`src/rtl/hdmi_timing_sequencer.sv`:
```
// HDMI raster sequencer: power-up hold, frame counters, sync/DE decode and scaled source addressing.
// Optional build macro AUDIO_TICK_EN adds a 48 kHz strobe derived from the pixel clock.
module hdmi_timing_sequencer #(
  parameter int FRAMEWIDTH    = 720,
  parameter int FRAMEHEIGHT   = 480,
  parameter int TOTALWIDTH    = 858,
  parameter int TOTALHEIGHT   = 525,
  parameter int HSYNC_START   = 736,
  parameter int HSYNC_LEN     = 62,
  parameter int VSYNC_START   = 489,
  parameter int VSYNC_LEN     = 6,
  parameter int SYNC_POL      = 0,
  parameter int SRC_WIDTH     = 256,
  parameter int SRC_HEIGHT    = 240,
  parameter int SCALE         = 2,
  parameter int POWERUPCYCLES = 2700000,
  parameter int CLKFRQ        = 27000
) (
  input  logic       clk_pixel,
  input  logic       resetn,
  input  logic       enable,
  output logic       ready,
  output logic       running,
  output logic [9:0] cx,
  output logic [9:0] cy,
  output logic       de,
  output logic       hsync,
  output logic       vsync,
  output logic       frame_start,
  output logic       src_valid,
  output logic [8:0] src_x,
  output logic [7:0] src_y,
  output logic       audio_tick
);

  if (SRC_WIDTH * SCALE > FRAMEWIDTH || SRC_HEIGHT * SCALE > FRAMEHEIGHT) begin : g_bad_window
    $error("hdmi_timing_sequencer: scaled source does not fit inside the active frame");
  end
  if (CLKFRQ <= 0) begin : g_bad_clkfrq
    $error("hdmi_timing_sequencer: CLKFRQ must be positive");
  end

  localparam int SUBW = (SCALE > 1) ? $clog2(SCALE) : 1;

  localparam logic [9:0]      TW_LAST  = 10'(TOTALWIDTH - 1);
  localparam logic [9:0]      TH_LAST  = 10'(TOTALHEIGHT - 1);
  localparam logic [9:0]      FW       = 10'(FRAMEWIDTH);
  localparam logic [9:0]      FH       = 10'(FRAMEHEIGHT);
  localparam logic [9:0]      XOFF     = 10'((FRAMEWIDTH - SRC_WIDTH * SCALE) / 2);
  localparam logic [9:0]      YOFF     = 10'((FRAMEHEIGHT - SRC_HEIGHT * SCALE) / 2);
  localparam logic [10:0]     XSPAN    = 11'(SRC_WIDTH * SCALE);
  localparam logic [10:0]     YSPAN    = 11'(SRC_HEIGHT * SCALE);
  localparam logic [21:0]     DLY_LAST = 22'(POWERUPCYCLES - 1);
  localparam logic [SUBW-1:0] SUB_LAST = SUBW'(SCALE - 1);
  localparam logic            SYNC_ON  = (SYNC_POL != 0);

  typedef enum logic [1:0] {POWERUP, IDLE, RUN, DRAIN} state_t;

  state_t          state, state_n;
  logic [21:0]     dly;
  logic [SUBW-1:0] subx, suby, subx_n, suby_n;
  logic [9:0]      cx_n, cy_n;
  logic [8:0]      sx_n;
  logic [7:0]      sy_n;
  logic [10:0]     hs_off, vs_off, wx_off, wy_off;
  logic            run_n, de_n, hs_n, vs_n, fs_n, win_n, last_px;

  assign last_px = (cx == TW_LAST) && (cy == TH_LAST);

  always_ff @(posedge clk_pixel) begin
    if (!resetn) state <= POWERUP;
    else         state <= state_n;
  end

  always_comb begin
    state_n = state;
    unique case (state)
      POWERUP: if (dly == DLY_LAST) state_n = IDLE;
      IDLE:    if (enable) state_n = RUN;
      RUN:     if (!enable) state_n = DRAIN;
      DRAIN: begin
        if (enable)       state_n = RUN;
        else if (last_px) state_n = IDLE;
      end
      default: state_n = POWERUP;
    endcase
  end

  // Everything below is computed for the pixel being registered next, so
  // the position and all decodes leave the flops aligned to the same pixel.
  always_comb begin
    cx_n = '0;
    cy_n = '0;
    if (state == RUN || state == DRAIN) begin
      if (cx == TW_LAST) begin
        cx_n = '0;
        cy_n = (cy == TH_LAST) ? '0 : cy + 10'd1;
      end else begin
        cx_n = cx + 10'd1;
        cy_n = cy;
      end
    end
    run_n  = (state_n == RUN) || (state_n == DRAIN);
    hs_off = 11'(cx_n) - 11'(HSYNC_START);
    vs_off = 11'(cy_n) - 11'(VSYNC_START);
    wx_off = 11'(cx_n) - 11'(XOFF);
    wy_off = 11'(cy_n) - 11'(YOFF);
    de_n   = run_n && (cx_n < FW) && (cy_n < FH);
    hs_n   = (run_n && hs_off < 11'(HSYNC_LEN)) ? SYNC_ON : ~SYNC_ON;
    vs_n   = (run_n && vs_off < 11'(VSYNC_LEN)) ? SYNC_ON : ~SYNC_ON;
    fs_n   = run_n && (cx_n == '0) && (cy_n == '0);
    win_n  = run_n && (wx_off < XSPAN) && (wy_off < YSPAN);

    sx_n   = src_x;
    sy_n   = src_y;
    subx_n = subx;
    suby_n = suby;
    // Rows advance once per window line, at that line's left-edge pixel.
    if (win_n) begin
      if (cx_n == XOFF) begin
        sx_n   = '0;
        subx_n = '0;
        if (cy_n == YOFF) begin
          sy_n   = '0;
          suby_n = '0;
        end else if (suby == SUB_LAST) begin
          sy_n   = src_y + 8'd1;
          suby_n = '0;
        end else begin
          suby_n = suby + SUBW'(1);
        end
      end else if (subx == SUB_LAST) begin
        sx_n   = src_x + 9'd1;
        subx_n = '0;
      end else begin
        subx_n = subx + SUBW'(1);
      end
    end
  end

  always_ff @(posedge clk_pixel) begin
    if (!resetn) begin
      dly         <= '0;
      ready       <= 1'b0;
      running     <= 1'b0;
      cx          <= '0;
      cy          <= '0;
      de          <= 1'b0;
      hsync       <= ~SYNC_ON;
      vsync       <= ~SYNC_ON;
      frame_start <= 1'b0;
      src_valid   <= 1'b0;
      src_x       <= '0;
      src_y       <= '0;
      subx        <= '0;
      suby        <= '0;
    end else begin
      if (state == POWERUP) begin
        if (dly == DLY_LAST) ready <= 1'b1;
        else                 dly   <= dly + 22'd1;
      end
      running     <= run_n;
      cx          <= cx_n;
      cy          <= cy_n;
      de          <= de_n;
      hsync       <= hs_n;
      vsync       <= vs_n;
      frame_start <= fs_n;
      src_valid   <= win_n;
      src_x       <= sx_n;
      src_y       <= sy_n;
      subx        <= subx_n;
      suby        <= suby_n;
    end
  end

`ifdef AUDIO_TICK_EN
  logic [15:0] acc;
  logic [16:0] acc_sum;

  assign acc_sum = {1'b0, acc} + 17'd48;

  always_ff @(posedge clk_pixel) begin
    if (!resetn) begin
      acc        <= '0;
      audio_tick <= 1'b0;
    end else begin
      audio_tick <= 1'b0;
      if (ready) begin
        if (acc_sum >= 17'(CLKFRQ)) begin
          acc        <= 16'(acc_sum - 17'(CLKFRQ));
          audio_tick <= 1'b1;
        end else begin
          acc <= acc_sum[15:0];
        end
      end
    end
  end
`else
  assign audio_tick = 1'b0;
`endif

endmodule

```
`config.mk`:
```
export PLATFORM = sky130hd
export DESIGN_NAME = hdmi_timing_sequencer
export DESIGN_NICKNAME = d
export VERILOG_FILES = /design/src/rtl/hdmi_timing_sequencer.sv
export SDC_FILE = /design/constraint.sdc
export NUM_CORES = 1
export LEC_CHECK = 0
export BUFFER_PORTS_ARGS = -buffer_cell sky130_fd_sc_hd__buf_2
export CAP_MARGIN = 10
export CORE_UTILIZATION = 64
export DETAILED_ROUTE_END_ITERATION = 16
export MAX_ROUTING_LAYER = met4
export PLACE_DENSITY = 0.86
export RECOVER_POWER = 50
export SYNTH_ARGS = -nofsm -noshare
export SYNTH_HDL_FRONTEND = slang
export SYNTH_SLANG_ARGS = --single-unit
export TNS_END_PERCENT = 50
```
`constraint.sdc`:
```
create_clock -name clk_pixel -period 5.8 [get_ports clk_pixel]
set_clock_uncertainty 0.15 [all_clocks]
set_input_delay 0.29 -clock clk_pixel [delete_from_list [all_inputs] [get_ports clk_pixel]]
set_output_delay 0.29 -clock clk_pixel [all_outputs]
set_load 0.03 [all_outputs]
```
### After elaboration in Yosys (flattened, before gate mapping)

Cells that the tools add are included.

| cells by class | value |
|---|---|
| order comparisons | 6 |
| multiplexer cells | 21 |
| equality and inequality tests | 9 |
| add/subtract/negate cells | 10 |
| bitwise operators | 1 |
| reduce and logical (&&, ||, !) cells | 21 |

Operators by type and width:

| kind | number |
|---|---|
| two-way mux 10 bit | 5 |
| adder 22 x 1 -> 22 bit (second input constant) | 1 |
| equality test 22 bit (second input constant) | 1 |
| adder 10 x 1 -> 10 bit (second input constant) | 2 |
| equality test 10 bit (second input constant) | 2 |
| zero test 10 bit | 2 |
| less-than comparator 10 x 9 -> 1 bit (second input constant) | 2 |
| two-way mux 9 bit | 2 |
| two-way mux 8 bit | 2 |
| less-than comparator 11 x 10 -> 1 bit (second input constant) | 1 |
| less-than comparator 11 x 3 -> 1 bit (second input constant) | 1 |
| less-than comparator 11 x 6 -> 1 bit (second input constant) | 1 |
| subtractor 10 x 10 -> 11 bit (second input constant) | 1 |
| subtractor 10 x 7 -> 11 bit (second input constant) | 1 |
| subtractor 10 x 9 -> 11 bit (second input constant) | 1 |
| equality test 10 x 7 -> 1 bit (second input constant) | 1 |
| less-than comparator 10 bit (second input constant) | 1 |
| two-way mux 2 bit | 5 |
| adder 9 x 1 -> 9 bit (second input constant) | 1 |
| logical AND 1 bit | 9 |
| adder 8 x 1 -> 8 bit (second input constant) | 1 |
| equality test 2 bit (second input constant) | 4 |
| one-hot mux 2 bit (4 select lines) | 1 |
| AND reduction 2 bit | 4 |
| other kinds (8) | 16 |

| storage, ports and cells | value |
|---|---|
| input bits | 3 |
| register bits after elaboration | 70 |
| output and inout bits | 45 |

### Longest topological paths before layout

Gate-level depths: netlist of run 1.

| logic depth | value |
|---|---|
| depth after elaboration | 10 |
| gate-level depth with buffers | 15 |
| depth with buffers taken out | 13 |

### Least setup slack after synthesis of run 1

No wires, ideal clock.

| timing | value |
|---|---|
| kind | reg-to-reg |
| start point | reg cx[1] |
| end point | reg src_y[2] |
| data required time | 5532 ps |
| arrival | 3246 ps |
| slack | 2287 ps |
| stages on the path, launching flop included | 15 |
| path through | dfxtp_1 inv_1 ha_1 nor4b_4 nand3_1 nand2_1 nor2_1 ha_1 nand2_1 nor4_1 nand4_1 a211o_1 buf_4 or4_1 o2111a_1 |

RTL lines:

| what | line | RTL |
|---|---|---|
| start: declaration | 24 | `output logic [9:0] cx,` |
| start signal: assignment | 163 | `cx <= cx_n;` |
| adder 10 x 1 -> 10 bit or equality test 10 bit (tied branches) | 99, 95 |  |
| two-way mux 10 bit (*) | 95 | `if (cx == TW_LAST) begin` |
| two-way mux 10 bit (*) | 94 | `if (state == RUN \|\| state == DRAIN) begin` |
| via cx_n[5] | 62 | `logic [9:0] cx_n, cy_n;` |
| subtractor 10 x 7 -> 11 bit | 106 | `wx_off = 11'(cx_n) - 11'(XOFF);` |
| less-than comparator 11 x 10 -> 1 bit | 112 | `win_n = run_n && (wx_off < XSPAN) && (wy_off < YSPAN);` |
| logical AND 1 bit (2 in series) | 112 |  |
| AND reduction 3 bit (no source line) (*) | - |  |
| end signal: assignment | 171 | `src_y <= sy_n;` |
| end: declaration | 32 | `output logic [7:0] src_y,` |

Mark *: on every way through the listed nets, which the timed path passes. The rest lies on a longest branch.
A chain may end at the register's enable or synchronous reset.

### Worst setup path after layout of run 1

| timing | value |
|---|---|
| start point | reg cx[0] |
| end point | reg src_y[2] |

| on the way | value |
|---|---|
| cells in the longest elaborated chain, start to end | 10 |

RTL lines:

| what |
|---|
| parallel branches: the longest is 10 deep, another holds subtractor 10 x 7 -> 11 bit |

Parallel ways; which one is timed is not known.

==> results of run 1 <==
## sequential cells by signal, indices dropped and copies added, names as in the netlist
register / flops
dly: 22
cx: 10
cy: 10
src_x: 9
src_y: 8
state: 2
de: 1
frame_start: 1
hsync: 1
ready: 1
running: 1
src_valid: 1
subx: 1
suby: 1
vsync: 1
## metal layers
layer	GRT usage	up-vias	part of all wire	routed length, microns
met2	0.488	175	0.48	4870
li1	-	2005	-	-
met5	-	-	0	0
met4	0.134	0	0.023	234
met3	0.0427	26	0.056	564
met1	0.382	1925	0.44	4440
## how the worst max path moves through the flow
stage	depth (start not counted)	end	slack, ns	start
floorplan	14	src_y[2]	2.29	cx[1]
global placement	13	src_y[2]	1.97	cx[1]
detailed placement	13	src_y[2]	1.78	cx[1]
CTS	13	src_y[2]	1.76	cx[1]
global route	12	src_y[6]	1.01	cx[0]
finish	8	src_y[2]	1.39	cx[0]
## metrics by stage
step / instances / utilization
after floorplan: 523 / -
after global placement: 617 / 0.697
after detailed placement: 617 / 0.697
after CTS: 633 / 0.729
after global routing: 634 / 0.720
final: 634 / 0.720
## cell type report
class | instances | area, sq um | area share
Clock buffer | 10 | 138 | 0.0299
Clock inverter | 6 | 68.8 | 0.0150
Inverter | 28 | 105 | 0.0229
Multi-Input combinational cell | 394 | 2590 | 0.563
Sequential cell | 70 | 1400 | 0.305
Tap cell | 77 | 96.3 | 0.0210
Timing Repair Buffer | 49 | 198 | 0.0430
## cell families (layout without fill, tap and decap cells)
family | count (synthesis) | count (layout) | share of synthesized area
AO/OA/AOI/OAI | 108 | 108 | 0.187
XOR/XNOR | 32 | 32 | 0.0660
adder cells (fa/ha/maj) | 11 | 11 | 0.0324
buffers and inverters | 59 | 93 | 0.0581
flip-flops | 70 | 70 | 0.330
multiplexers | 13 | 13 | 0.0315
other | 1 | 1 | 0.000883
AND/OR/NAND/NOR | 229 | 229 | 0.294
## cell usage after synthesis (10+ instances only)
| master | n | area [sq um] |
|---|---|---|
| nor2_1 | 55 | 206 |
| inv_1 | 27 | 101 |
| nand2_1 | 32 | 120 |
| o211ai_1 | 17 | 128 |
| nor3_1 | 19 | 95.1 |
| a31oi_1 | 10 | 62.6 |
| nand3_1 | 23 | 115 |
| xor2_1 | 11 | 96.3 |
| mux2i_1 | 10 | 100 |
| nor4_1 | 21 | 131 |
| xnor2_1 | 21 | 184 |
| a21oi_1 | 11 | 55.1 |
| dfxtp_1 | 70 | 1400 |
| o21ai_0 | 13 | 65.1 |
| nand4_1 | 20 | 125 |
| ha_1 | 11 | 138 |
| clkbuf_1 | 19 | 71.3 |
## worst max-delay path: cells and delay by family, from the launching register on
| kind | cells | cell delay [ns] |
|---|---|---|
| fa+ha+maj | 1 | 0.21 |
| compound gates | 4 | 1.72 |
| simple gates | 3 | 1.77 |
| flops | 1 | 0.47 |
## where the power goes
group	internal [mW]	leakage, nW	switching, mW	total [mW]
Clock	0.213	0.103	0.193	0.406
Sequential	0.492	0.565	0.0140	0.506
Combinational	0.0221	0.757	0.0545	0.0766
Total	0.727	1.43	0.261	0.988
## cells in the final DEF (no fill, tap or decap), drive strengths merged, types with 9 or more instances in the layout
cell type,count
o21ai,16
nand4,20
dfxtp,70
nand2,32
nor3,19
nand3,23
xor2,11
inv,30
clkbuf,55
or4,9
nor2,55
a21oi,11
ha,11
nor4,22
a31oi,10
mux2i,10
and2,10
xnor2,21
o211ai,17
==> qor.yml, run 1 <==
sta:
  holdWs_ns: 0.0845
  fmax_mhz: 227
  rsz0062_at_grt: "false"
  finalWorstSetupSlack_ns: 1.39
  post-route-period-util: 0.760
  finalSetupViolCount: 0
  worstMarginPinSlew_ns: 0.918
  setup_tns_ns: 0
  final_max_slew_viol_count: 0
  max_slew_margin: 0.379
  hold_viol: 0
  fin_crit_ns: 4.41
cts:
  clock_latency_ns: 0.35
  cts_resized: 0
  cts_setup_buffers: 0
  clk_pin_slew_worst_paths_ns: 0.08
  cts_buffer_depth: 2
  cts_buffers: 9
  cts_max_level: 3
  hold_buffers: 0
  cts_root_buf: "clkbuf_8"
  cts_tree: "yes"
  clock_sinks: 70
setup_path:
  start_kind: "register"
  arrival_ns: 4.51
  r2r_cells: 8
  slowest_delay_ns: 0.75
  crit_path_end_kind: "register"
  reg2reg_from: "cx[0]"
  r2r_end: "src_y[2]"
  critPathKind: "reg2reg"
  slowest_stage: "nor4b_1"
  cp_cell_sequence: "ha_1, nor4b_1, a22oi_1, a311oi_2, nand4_1, a211o_1, or4_1, o2111a_1"
  regToRegSetupSlack_ns: 1.39
  cp_max_fo: 27
  required_ns: 5.90
synthesis:
  syn_nets: 537
  synthFlopType: "dfxtp_1"
  postSynthAreaPerCell_sq_um: 8.12
  synth_edf_count: 0
  synth_warnings: 0
  synthDistinctLibCells: 65
  syn_inst: 523
  ys_ff_latch: 70
  syn_area_sq_um: 4250
  seq_area_frac_synth: 0.330
  async_reset_ff_frac: 0
detailed_routing:
  wl_microns: 10100
  ant_nets: 0
  drc: 0
  post_drt_wl_per_cell_microns: 15.9
  avgViaCountPerCell: 6.52
  vias: 4131
  dr.pass1.iters: 5
  initialDrtViolationCount: 297
global_routing:
  antenna_found_initial: 0
  grt_first_pass_wirelength_microns: 16900
  overflow: 0
  grt_pass1_vias: 3604
  grt_usage: 0.304
  grt_max_degree: 38
place:
  gp_congestion: 0.899
  port_buffers: 46
  dpl-instance-area_sq_um: 4450
  dp_hpwl_microns: 7090
  pre_cts_slack_ns: 1.78
floorplan:
  fp-row-count: 29
  die-area_sq_um: 6960
  die_w_microns: 83.4
  die_y_microns: 83.4
  design.core.area_sq_um: 6390
  ioPinCount: 48
  initial_core_util: 0.665
final_layout:
  layout.nets: 566
  area_growth_pct: 8.25
  n_antenna_cell: 0
  final_layout_size_suffix_gt1_frac: 0.0682
  stdcell_area_sq_um: 4600
  fillers: 501
status:
  status: "finished, final reports clean"
worst_hold_path:
  min_path_type: "in2reg"
  hold_start: "enable"
  whs_endpoint: "state[0]"
  min_path_cells: 4
pwr:
  power_mw: 0.988
  power_density_nw_per_um2: 215
  peakVddDrop_v: 0.000263
  leakagePower_nw: 1.43
flow_run:
  drv_cap: 0
(Power assumes the default switching activity.)
==> run 2: changes to the inputs <==
--- a/config.mk
+++ b/config.mk
@@ -7,10 +7,10 @@
 export LEC_CHECK = 0
 export BUFFER_PORTS_ARGS = -buffer_cell sky130_fd_sc_hd__buf_2
 export CAP_MARGIN = 10
-export CORE_UTILIZATION = 64
+export CORE_UTILIZATION = 53
 export DETAILED_ROUTE_END_ITERATION = 16
 export MAX_ROUTING_LAYER = met4
-export PLACE_DENSITY = 0.86
+export PLACE_DENSITY = 0.76
 export RECOVER_POWER = 50
 export SYNTH_ARGS = -nofsm -noshare
 export SYNTH_HDL_FRONTEND = slang
==> constraint.sdc (replaced) <==
create_clock -name clk_pixel -period 3.7 [get_ports clk_pixel]
set_clock_uncertainty 0.15 [all_clocks]
set_input_delay 0.185 -clock clk_pixel [delete_from_list [all_inputs] [get_ports clk_pixel]]
set_output_delay 0.185 -clock clk_pixel [all_outputs]
set_load 0.03 [all_outputs]
==> qor.yml, run 2 (synthesis results as in run 1) <==
floorplan:
  ioPinCount: 48
  design.core.area_sq_um: 7730
  die_w_microns: 91.5
  die_y_microns: 91.5
  fp-row-count: 32
  die-area_sq_um: 8370
  initial_core_util: 0.549
sta:
  max_slew_margin: 0.562
  post-route-period-util: 0.935
  rsz0062_at_grt: "false"
  worstMarginPinSlew_ns: 0.656
  fmax_mhz: 289
  finalSetupViolCount: 0
  fin_crit_ns: 3.46
  setup_tns_ns: 0
  final_max_slew_viol_count: 0
  holdWs_ns: 0.205
  hold_viol: 0
global_routing:
  grt_usage: 0.263
  antenna_found_initial: 0
  grt_pass1_vias: 3856
  overflow: 0
  grt_max_degree: 38
  grt_first_pass_wirelength_microns: 17500
cts:
  cts_max_level: 3
  cts_tree: "yes"
  clk_pin_slew_worst_paths_ns: 0.09
  cts_buffers: 9
  cts_root_buf: "clkbuf_8"
  clock_latency_ns: 0.36
  cts_buffer_depth: 2
  clock_sinks: 70
place:
  port_buffers: 46
  gp_congestion: 0.913
  dp_hpwl_microns: 7440
  dpl-instance-area_sq_um: 4600
detailed_routing:
  maxUsedRoutingLayer: "met4"
  drc: 0
  dr.pass1.iters: 4
  post_drt_wl_per_cell_microns: 15.6
  avgViaCountPerCell: 6.12
  wl_microns: 10600
  wl_met3_microns: 510
  route.met2.wl_microns: 4880
  vias: 4134
  initialDrtViolationCount: 344
  ant_nets: 0
  met1_length_microns: 4870
final_layout:
  final_layout_size_suffix_gt1_frac: 0.106
  layout_common_cells: "dfxtp_1, nor2_1, clkbuf_1, nand2_1, inv_1"
  final_common_cell: "dfxtp_1"
  largestRegisters: "dly x22, cx x10, cy x10"
  layout.nets: 582
  stdcell_area_sq_um: 4850
  fillers: 710
  fin_util: 0.627
  area_growth_pct: 14.2
  largest_reg_flops: 22
  max_flop_register: "dly"
  n_antenna_cell: 0
pwr:
  power_mw: 1.65
  p_int_mw: 1.22
  leakagePower_nw: 1.55
  switching_power_mw: 0.434
  power_density_nw_per_um2: 341
  p_seq_frac: 0.478
  power.share.switching: 0.263
  peakVddDrop_v: 0.000292
  combPwrFrac: 0.082
  clock_power_share: 0.440
worst_hold_path:
  min_path_type: "in2reg"
setup_path:
  crit_path_end_kind: "register"
  required_ns: 3.82
  start_kind: "register"
  arrival_ns: 3.57
  cp_max_fo: 7
  critPathKind: "reg2reg"
status:
  status: "finished, final reports clean"
flow_run:
  drv_cap: 0
[run 2: changes by cell type in the layout (fill, tap and decap cells not counted), sizes merged]
cell	previous run	this run
bufinv	1	2
clkinvlp	1	2
dlygate4sd3	0	1
buf	4	19
clkinv	2	0
[run 2: cell type report]
class | instances | area, sq um | area share
Sequential cell | 70 | 1400 | 0.289
Timing Repair Buffer | 65 | 314 | 0.0648
Multi-Input combinational cell | 394 | 2670 | 0.551
Clock buffer | 10 | 138 | 0.0284
Clock inverter | 6 | 92.6 | 0.0191
Tap cell | 102 | 128 | 0.0263
Inverter | 28 | 105 | 0.0217
[run 2: path summary, 6_finish.rpt]
kind	slack [ns]	end	depth (start not counted)	startpoint
setup / recovery	0.24	src_y[6]	13	cx[1]
hold / removal	0.20	src_y[0]	2	resetn
setup reg to reg	0.24	src_y[6]	13	cx[1]
hold reg to reg	0.33	ready	2	ready
[run 2: per-layer routing]
layer	GRT usage	vias to the layer above
met1	0.327	1952
met3	0.0335	29
met2	0.411	124
met4	0.146	0
met5	-	-
li1	-	2029
[run 2: what timing repair did]
item                                   CTS  global route
gates resized for setup                  2             9
hold buffers                             1             0
setup endpoints to repair                7            19
pin swaps                                0             3
buffers inserted                         0             1
endpoints found under the hold margin    1             0
[run 2: worst max-delay path: stages, from the launching register on]
cell,delay [ns]
dfxtp_1,0.43
inv_1,0.07
ha_1,0.19
nor4b_4,0.15
nand3_1,0.13
nand2_1,0.12
nor2_1,0.23
ha_1,0.26
nand2_1,0.07
nor4_1,0.25
nand4_1,0.22
a2111o_1,0.44
or3_4,0.40
a211oi_1,0.26
[run 2: per-stage QoR]
stage / instances / setup WS (ns)
after CTS: 674 / 0.0203
after detailed placement: 657 / -0.0293
after global placement: 657 / 0.156
after global routing: 675 / 0.0125
after floorplan: 523 / 0.187
final: 675 / 0.242
[run 2: power groups by stage]
stage	registers, mW	clock network, mW	logic [mW]
6_report	0.790	0.727	0.135
5_1_grt	0.791	0.763	0.151
4_1_cts	0.788	0.732	0.134
3_5_place_dp	0.806	0	0.131
3_3_place_gp	0.805	0	0.129
2_1_floorplan	0.813	0	0.0864
==> run 3: changes to the inputs <==
--- a/config.mk
+++ b/config.mk
@@ -5,13 +5,14 @@
 export SDC_FILE = /design/constraint.sdc
 export NUM_CORES = 1
 export LEC_CHECK = 0
+export ABC_AREA = 1
 export BUFFER_PORTS_ARGS = -buffer_cell sky130_fd_sc_hd__buf_2
 export CAP_MARGIN = 10
 export CORE_UTILIZATION = 53
 export DETAILED_ROUTE_END_ITERATION = 16
 export MAX_ROUTING_LAYER = met4
 export PLACE_DENSITY = 0.76
-export RECOVER_POWER = 50
+export RECOVER_POWER = 25
 export SYNTH_ARGS = -nofsm -noshare
 export SYNTH_HDL_FRONTEND = slang
 export SYNTH_SLANG_ARGS = --single-unit
==> constraint.sdc (replaced) <==
create_clock -name clk_pixel -period 2.85 [get_ports clk_pixel]
set_clock_uncertainty 0.15 [all_clocks]
set_input_delay 0.1425 -clock clk_pixel [delete_from_list [all_inputs] [get_ports clk_pixel]]
set_output_delay 0.1425 -clock clk_pixel [all_outputs]
set_load 0.03 [all_outputs]
==> qor.yml, run 3 <==
status:
  status: "finished, final reports clean"
setup_path:
  path_delay_family: "simple AND/OR/NAND/NOR gates"
  cp_common_cell: "inv_1"
  slowest_stage: "dfxtp_2"
  cp_cell_sequence: "inv_1, ha_1, inv_1, nor2_2, nand3_4, clkinv_4, o211ai_1, ha_1, inv_1, nor2_1, nand3_2, nand2_2, nand3_2, o21ai_1, nand2_1, nor2_1"
  critPathKind: "reg2reg"
  start_kind: "register"
  slowest_delay_ns: 0.38
  arrival_ns: 2.76
  crit_path_end_kind: "register"
  required_ns: 3.00
  cp_max_fo: 10
  path_buf_inv: 4
sta:
  finalSetupViolCount: 0
  hold_viol: 0
  fin_crit_ns: 2.61
  final_max_slew_viol_count: 0
  post-route-period-util: 0.917
  fmax_mhz: 383
  setup_tns_ns: 0
global_routing:
  grt_usage: 0.260
  antenna_found_initial: 0
  grt_pass1_vias: 3967
  grt_max_degree: 22
  grt_first_pass_wirelength_microns: 17200
  overflow: 0
final_layout:
  fillers: 729
  final_common_cell: "nand2_1"
  final_layout_size_suffix_gt1_frac: 0.128
  max_flop_register: "dly"
  fin_util: 0.629
  layout.nets: 722
  largestRegisters: "dly x22, cx x10, cy x10"
  n_antenna_cell: 0
  largest_reg_flops: 22
  layout_common_cells: "nand2_1, nor2_1, inv_1, dfxtp_1, nand3_1"
  area_growth_pct: 15.3
detailed_routing:
  dr.pass1.iters: 5
  avgViaCountPerCell: 5.29
  wl_microns: 9920
  vias: 4308
  post_drt_wl_per_cell_microns: 12.2
  drc: 0
  initialDrtViolationCount: 232
  ant_nets: 0
cts:
  clock_latency_ns: 0.35
  clock_sinks: 70
  cts_max_level: 3
  cts_tree: "yes"
  clk_pin_slew_worst_paths_ns: 0.09
  cts_root_buf: "clkbuf_8"
  cts_buffers: 9
  cts_buffer_depth: 2
synthesis:
  seq_area_frac_synth: 0.334
  ys_ff_latch: 70
  yosys-top-cells-area: "dfxtp_1, nand2_1, nor2_1"
  yosysMostFrequentCell: "nand2_1"
  synth_top_area_cell: "dfxtp_1"
  synth_edf_count: 0
  postSynthAreaPerCell_sq_um: 6.47
  syn_inst: 648
  synth_top_cell_area_share: 0.334
  syn_nets: 662
  synthDistinctLibCells: 43
  synthFlopType: "dfxtp_1"
  async_reset_ff_frac: 0
  syn_area_sq_um: 4190
  synth_common_cells: "nand2_1, nor2_1, inv_1"
  synth_warnings: 0
worst_hold_path:
  min_path_type: "in2reg"
pwr:
  peakVddDrop_v: 0.000301
  leakagePower_nw: 1.99
  power_density_nw_per_um2: 466
place:
  port_buffers: 46
  gp_congestion: 0.907
  dp_hpwl_microns: 7480
floorplan:
  initial_core_util: 0.545
  design.core.area_sq_um: 7690
  die_y_microns: 90.9
  fp-row-count: 32
  die_w_microns: 90.9
  die-area_sq_um: 8270
  ioPinCount: 48
flow_run:
  drv_cap: 0
==> run 3: logic make-up after synthesis <==
| group | count (synthesis) | synth area share |
|---|---|---|
| buffers and inverters | 104 | 0.100 |
| XOR/XNOR | 10 | 0.0209 |
| AND/OR/NAND/NOR | 384 | 0.420 |
| flip-flops | 70 | 0.334 |
| other | 1 | 0.000894 |
| adder cells (fa/ha/maj) | 11 | 0.0328 |
| AO/OA/AOI/OAI | 68 | 0.0904 |
==> run 3: final cells by class <==
type | instances | area [sq um] | share of cell area
Inverter | 93 | 357 | 0.0737
Clock inverter | 7 | 121 | 0.0251
Sequential cell | 70 | 1410 | 0.291
Clock buffer | 9 | 124 | 0.0256
Multi-Input combinational cell | 474 | 2400 | 0.496
Timing Repair Buffer | 60 | 303 | 0.0626
Tap cell | 102 | 128 | 0.0264
==> run 3: final timing paths <==
path          start       end  slack [ns]  cells after the start
max reg2reg   cx[1]  src_y[7]        0.24                     16
min reg2reg   cx[0]     cx[0]        0.32                      1
max           cx[1]  src_y[7]        0.24                     16
min          resetn   dly[16]        0.08                      3
==> run 3: through the flow <==
stage               cells  worst slack, ns  hold WS (ns)  instance area, sq um  total power [mW]
floorplan             648           0.0905        0.0904                  4190              1.21
global placement      795            0.208         0.194                  4560              1.28
detailed placement    795           0.0823         0.194                  4560              1.29
CTS                   812           0.0509        0.0544                  4820              2.27
global route          815          -0.0200        0.0830                  4840              2.35
finish                815            0.237        0.0795                  4840              2.25
==> run 3: power by group <==
part / internal [mW] / switching [mW]
Sequential: 1.01 / 0.0286
Combinational: 0.0688 / 0.164
Clock: 0.586 / 0.399
==> run 3: what timing repair did <==
action | in CTS | in global routing
resized for setup | 0 | 12
hold buffers | 1 | 0
setup endpoints to repair | 0 | 18
buffers inserted | 0 | 3
endpoints found under the hold margin | 1 | 0
==> run 3: layer usage <==
layer | vias up | part of all wire | GRT usage
met3 | 18 | 0.040 | 0.0385
li1 | 2213 | - | -
met2 | 112 | 0.47 | 0.426
met4 | 0 | 0.020 | 0.108
met1 | 1965 | 0.47 | 0.320
met5 | - | 0 | -
==> run 3: tightest hold or removal path, stage by stage <==
cell	delay, ns
buf_2	0.23
nand2_1	0.12
nor2_1	0.03
